## config.mk

```make
export PLATFORM = sky130hd
export DESIGN_NAME = instr_fetch_unit
export DESIGN_NICKNAME = d
export VERILOG_FILES = /design/src/rtl/instr_fetch_unit.sv
export SDC_FILE = /design/constraint.sdc
export NUM_CORES = 1
export LEC_CHECK = 0
export CELL_PAD_IN_SITES_DETAIL_PLACEMENT = 1
export CELL_PAD_IN_SITES_GLOBAL_PLACEMENT = 1
export CORE_ASPECT_RATIO = 1.5
export CORE_MARGIN = 1.5
export CORE_UTILIZATION = 42
export CTS_CLUSTER_SIZE = 8
export DETAILED_ROUTE_END_ITERATION = 10
export GPL_ROUTABILITY_DRIVEN = 0
export PLACE_DENSITY = 0.86
export SLEW_MARGIN = 40
export SYNTH_ARGS = -nofsm -noshare
export SYNTH_HDL_FRONTEND = slang
export SYNTH_SLANG_ARGS = --single-unit
```

## constraint.sdc

```tcl
create_clock -name Clock -period 2.6 [get_ports Clock]
set_input_delay 0.52 -clock Clock [delete_from_list [all_inputs] [get_ports Clock]]
set_output_delay 0.52 -clock Clock [all_outputs]
set_load 0.01 [all_outputs]
```

## src/rtl/instr_fetch_unit.sv

```systemverilog
`default_nettype none
// ============================================================================
// Module      : instr_fetch_unit
// Description : Fetch/issue sequencer feeding a multicycle processor from a
//               synchronous-read ROM, with mvi immediate prefetch and HALT trap.
// Revision    : 1.0 - initial release
// ============================================================================
module instr_fetch_unit #(
  parameter int         ADDR_W  = 5,
  parameter logic [2:0] HALT_OP = 3'b111,
  parameter logic [2:0] MVI_OP  = 3'b001
) (
  input  logic              Clock,
  input  logic              Resetn,
  input  logic              Enable,
  input  logic [15:0]       MemData,
  input  logic              Done,
  output logic [ADDR_W-1:0] MemAddr,
  output logic [15:0]       DIN,
  output logic              Run,
  output logic              Halted,
  output logic [15:0]       RetiredCount
);

  typedef enum logic [2:0] {
    S_IDLE        = 3'd0,
    S_FETCH       = 3'd1,
    S_DECODE      = 3'd2,
    S_IMM_FETCH   = 3'd3,
    S_IMM_CAPTURE = 3'd4,
    S_ISSUE       = 3'd5,
    S_WAIT_DONE   = 3'd6,
    S_HALT        = 3'd7
  } state_t;

  state_t              r_state;
  state_t              w_next_state;
  logic [ADDR_W-1:0]   r_pc;
  logic [15:0]         r_ir;
  logic [15:0]         r_imm;
  logic                r_is_mvi;
  logic [15:0]         r_din;
  logic                r_halted;
  logic [15:0]         r_retired;
  logic [2:0]          w_opcode;

  assign w_opcode = MemData[15:13];

  always_ff @(posedge Clock or negedge Resetn) begin
    if (!Resetn) r_state <= S_IDLE;
    else         r_state <= w_next_state;
  end

  always_comb begin
    w_next_state = r_state;
    case (r_state)
      S_IDLE:        if (Enable) w_next_state = S_FETCH;
      S_FETCH:       w_next_state = S_DECODE;
      S_DECODE: begin
        if (w_opcode == HALT_OP)     w_next_state = S_HALT;
        else if (w_opcode == MVI_OP) w_next_state = S_IMM_FETCH;
        else                         w_next_state = S_ISSUE;
      end
      S_IMM_FETCH:   w_next_state = S_IMM_CAPTURE;
      S_IMM_CAPTURE: w_next_state = S_ISSUE;
      S_ISSUE:       w_next_state = S_WAIT_DONE;
      S_WAIT_DONE:   if (Done) w_next_state = Enable ? S_FETCH : S_IDLE;
      S_HALT:        w_next_state = S_HALT;
      default:       w_next_state = S_IDLE;
    endcase
  end

  // Datapath: DIN is only ever loaded entering ISSUE (instruction) or
  // entering WAIT_DONE for mvi (immediate); every other state holds it.
  always_ff @(posedge Clock or negedge Resetn) begin
    if (!Resetn) begin
      r_pc      <= '0;
      r_ir      <= 16'h0000;
      r_imm     <= 16'h0000;
      r_is_mvi  <= 1'b0;
      r_din     <= 16'h0000;
      r_halted  <= 1'b0;
      r_retired <= 16'h0000;
    end else begin
      case (r_state)
        S_DECODE: begin
          r_ir     <= MemData;
          r_is_mvi <= (w_opcode == MVI_OP);
          if (w_opcode == HALT_OP) begin
            r_halted <= 1'b1;
          end else begin
            r_pc <= r_pc + ADDR_W'(1);
            if (w_opcode != MVI_OP) r_din <= MemData;
          end
        end
        S_IMM_CAPTURE: begin
          r_imm <= MemData;
          r_pc  <= r_pc + ADDR_W'(1);
          r_din <= r_ir;
        end
        S_ISSUE: begin
          if (r_is_mvi) r_din <= r_imm;
        end
        S_WAIT_DONE: begin
          if (Done && (r_retired != 16'hFFFF)) r_retired <= r_retired + 16'd1;
        end
        default: ;
      endcase
    end
  end

  // Run decodes straight from the state register so reset clears it at once.
  assign Run          = (r_state == S_ISSUE);
  assign MemAddr      = r_pc;
  assign DIN          = r_din;
  assign Halted       = r_halted;
  assign RetiredCount = r_retired;

endmodule
`default_nettype wire

```

==> flow_summary.toml, run 1 <==
[clock_network]
cts_setup_buffers = 0
cts_inserted_buffers = 9
htreeDepth = 3
clock_sinks = 74
cts_root_buffer = "clkbuf_16"
hold_buffers = 0
cts_resized = 0
clock_latency_ns = 0.33
path_clk_slew_ns = 0.05
ctsLongestPathBuffers = 2
cts_tree = "yes"

[synthesis]
yosysMostFrequentCell = "dfrtp_1"
synth_seq_cells = 74
seq_area_frac_synth = 0.5314
yosys_most_used_dff = "dfrtp_1"
syn_area_per_cell_um2 = 11.77
synth.distinct_cells = 40
synth_top_area_cell = "dfrtp_1"
netlist_area_um2 = 3485
synth_top_area_frac = 0.5314
synthTopCellsByCount = "dfrtp_1, mux2_2, mux2i_1"
synth_nets = 318
synth_edf_count = 0
syn_inst = 296
yosys_warnings = 0
synth.area.top_cells = "dfrtp_1, mux2_2, mux2i_1"
ys_async_sr_fraction = 1.000

[floorplanning]
die_h_um = 114.6
die_x_um = 77.37
coreArea_um2 = 8008
die_area_um2 = 8863
rows = 40
ioPinCount = 59
start_util = 0.4352

[critical_path]
endpoint_kind = "output port"
cp_data_arrival_time_ns = 1.76
crit_path_start_kind = "flip-flop"
required_ns = 2.08
crit_path_start = "r_state[2]$_DFFE_PN0P_"
path_class = "reg2out"
cp_max_fo = 10
reg2reg_depth = 5
r2r-end = "MemAddr[1]$_DFFE_PN0P_"
reg2reg_from = "r_state[2]$_DFFE_PN0P_"
reg2reg_slack_ns = 0.52

[drt]
drc = 0
routed-via-count = 2447
ant_nets = 0
routedWlPerCell_um = 17.54
post_drt_via_cell_ratio = 5.251
drtIter0Drc = 55
routed_wirelength_um = 8175
dr.pass1.iters = 4

[cells_and_area]
antennaDiodeCount = 0
drive_gt1_frac = 0.1801
finalNetCount = 379
nFillCells = 862
fin_util = 0.5614
synthToLayoutAreaGrowth_pct = 29.01
layoutNonFillerInstCount = 466
multi_input_area_um2 = 1489
seq_area_um2 = 1852

[timing]
tns_ns = 0
rsz0062_at_grt = "false"
tightest_slew_ns = 0.6794
maxSlewViolCount = 0
period_needed_ns = 2.285
fmax_ghz = 0.4377
period_share = 0.8787
hold_violations = 0
finalSetupViolations = 0
skew_ns = 0.003538
timing.slew.headroom = 0.5471
fin_ws_ns = 0.3153

[grt]
track_usage = 0.2035
grt_pass1_wl_um = 13700
grt-ovfl-total = 0
grt_max_degree = 75
grt_pass1_vias = 2689
antenna_found_initial = 0

[outcome]
run_status = "completed"

[flow_run]
max-cap-violations = 0

[placement]
dp_hpwl_um = 5425
dp_cells = 451
portBuffers = 58
dp_slack_ns = 0.2446

[pwr]
cellPowerDensity_nw_per_um2 = 1223
p_leak_nw = 2.090
vdd_ir_drop_max_mv = 0.5477
p_total_mw = 5.500

[hold_path]
worstHoldPathType = "in2async"
==> critical path: stages, from the launching register on <==
cell             delay [ns]
dfrtp_1                0.62
nand2b_1               0.14
nor2_1                 0.10
clkdlybuf4s50_1        0.57
==> worst max path at each step <==
stage | slack, ns | depth (start not counted) | to
finish | 0.32 | 3 | Run
global route | 0.23 | 3 | Run
CTS | 0.31 | 3 | Run
detailed placement | 0.24 | 5 | RetiredCount[15]$_DFFE_PN0P_
global placement | 0.27 | 5 | RetiredCount[15]$_DFFE_PN0P_
floorplan | 0.79 | 5 | RetiredCount[15]$_DFFE_PN0P_
==> report_power, final <==
group / leakage (nW) / switching (mW) / internal, mW
Clock: 0.152 / 0.445 / 0.814
Sequential: 0.905 / 0.377 / 1.65
Combinational: 1.03 / 1.02 / 1.20
Total: 2.09 / 1.84 / 3.66
==> logic make-up after synthesis <==
group | synth area share
adders and majority gates | 0.007180
muxes | 0.2050
buffers and inverters | 0.04309
DFF | 0.5314
and+or+nand+nor | 0.1203
AOI/OAI and AO/OA | 0.04776
xor gates and xnor gates | 0.04524
==> placed cells by master (no fill, tap or decap), types with 2 or more instances in the layout <==
| cell type | n |
|---|---|
| nand4_1 | 5 |
| clkbuf_8 | 3 |
| a21oi_1 | 18 |
| xor2_1 | 15 |
| inv_1 | 19 |
| mux2_2 | 34 |
| buf_4 | 6 |
| dfrtp_1 | 74 |
| nor3b_1 | 3 |
| nor4b_1 | 2 |
| mux2i_1 | 32 |
| nor4_1 | 3 |
| o21ai_0 | 4 |
| clkbuf_16 | 9 |
| nand2_1 | 8 |
| nor3_1 | 6 |
| clkdlybuf4s50_1 | 57 |
| nand3_1 | 8 |
| ha_1 | 2 |
| xnor2_1 | 3 |
| nor2_1 | 26 |
==> routing by layer <==
metal | vias to the layer above | GRT usage | share of wire
met5 | - | 0 | 0
met4 | 0 | 0.07758 | 0.014
met3 | 9 | 0.05100 | 0.034
met2 | 47 | 0.3749 | 0.55
met1 | 1250 | 0.2225 | 0.40
li1 | 1141 | - | -
==> registers in the layout (all words and copies together), names as in the netlist <==
| register | flops |
|---|---|
| Halted | 1 |
| r_ir | 16 |
| r_is_mvi | 1 |
| r_imm | 16 |
| RetiredCount | 16 |
| DIN | 16 |
| MemAddr | 5 |
| r_state | 3 |
==> final cells by class <==
| cell class | instances | share of cell area |
|---|---|---|
| sequential | 74 | 0.4119 |
| clock buffer | 13 | 0.06012 |
| inverter | 19 | 0.01586 |
| clock inverter | 2 | 0.007793 |
| timing repair buffer | 65 | 0.1439 |
| tap | 105 | 0.02922 |
| multi-input combinational | 188 | 0.3312 |
==> per-stage QoR <==
stage / hold WS [ns] / instance area, um^2
floorplan: 0.2244 / 3485
finish: 0.2050 / 4496
global placement: 0.4496 / 4187
CTS: 0.2315 / 4496
detailed placement: 0.4575 / 4190
global route: 0.2504 / 4496
No activity file was read; power rests on OpenSTA's default activity.
==> run 2: changes to the inputs <==
SETUP_SLACK_MARGIN = 0.15   (was default)
==> results of run 2 <==
Same layout as run 1: the final DEF is identical, and so are final timing and power.
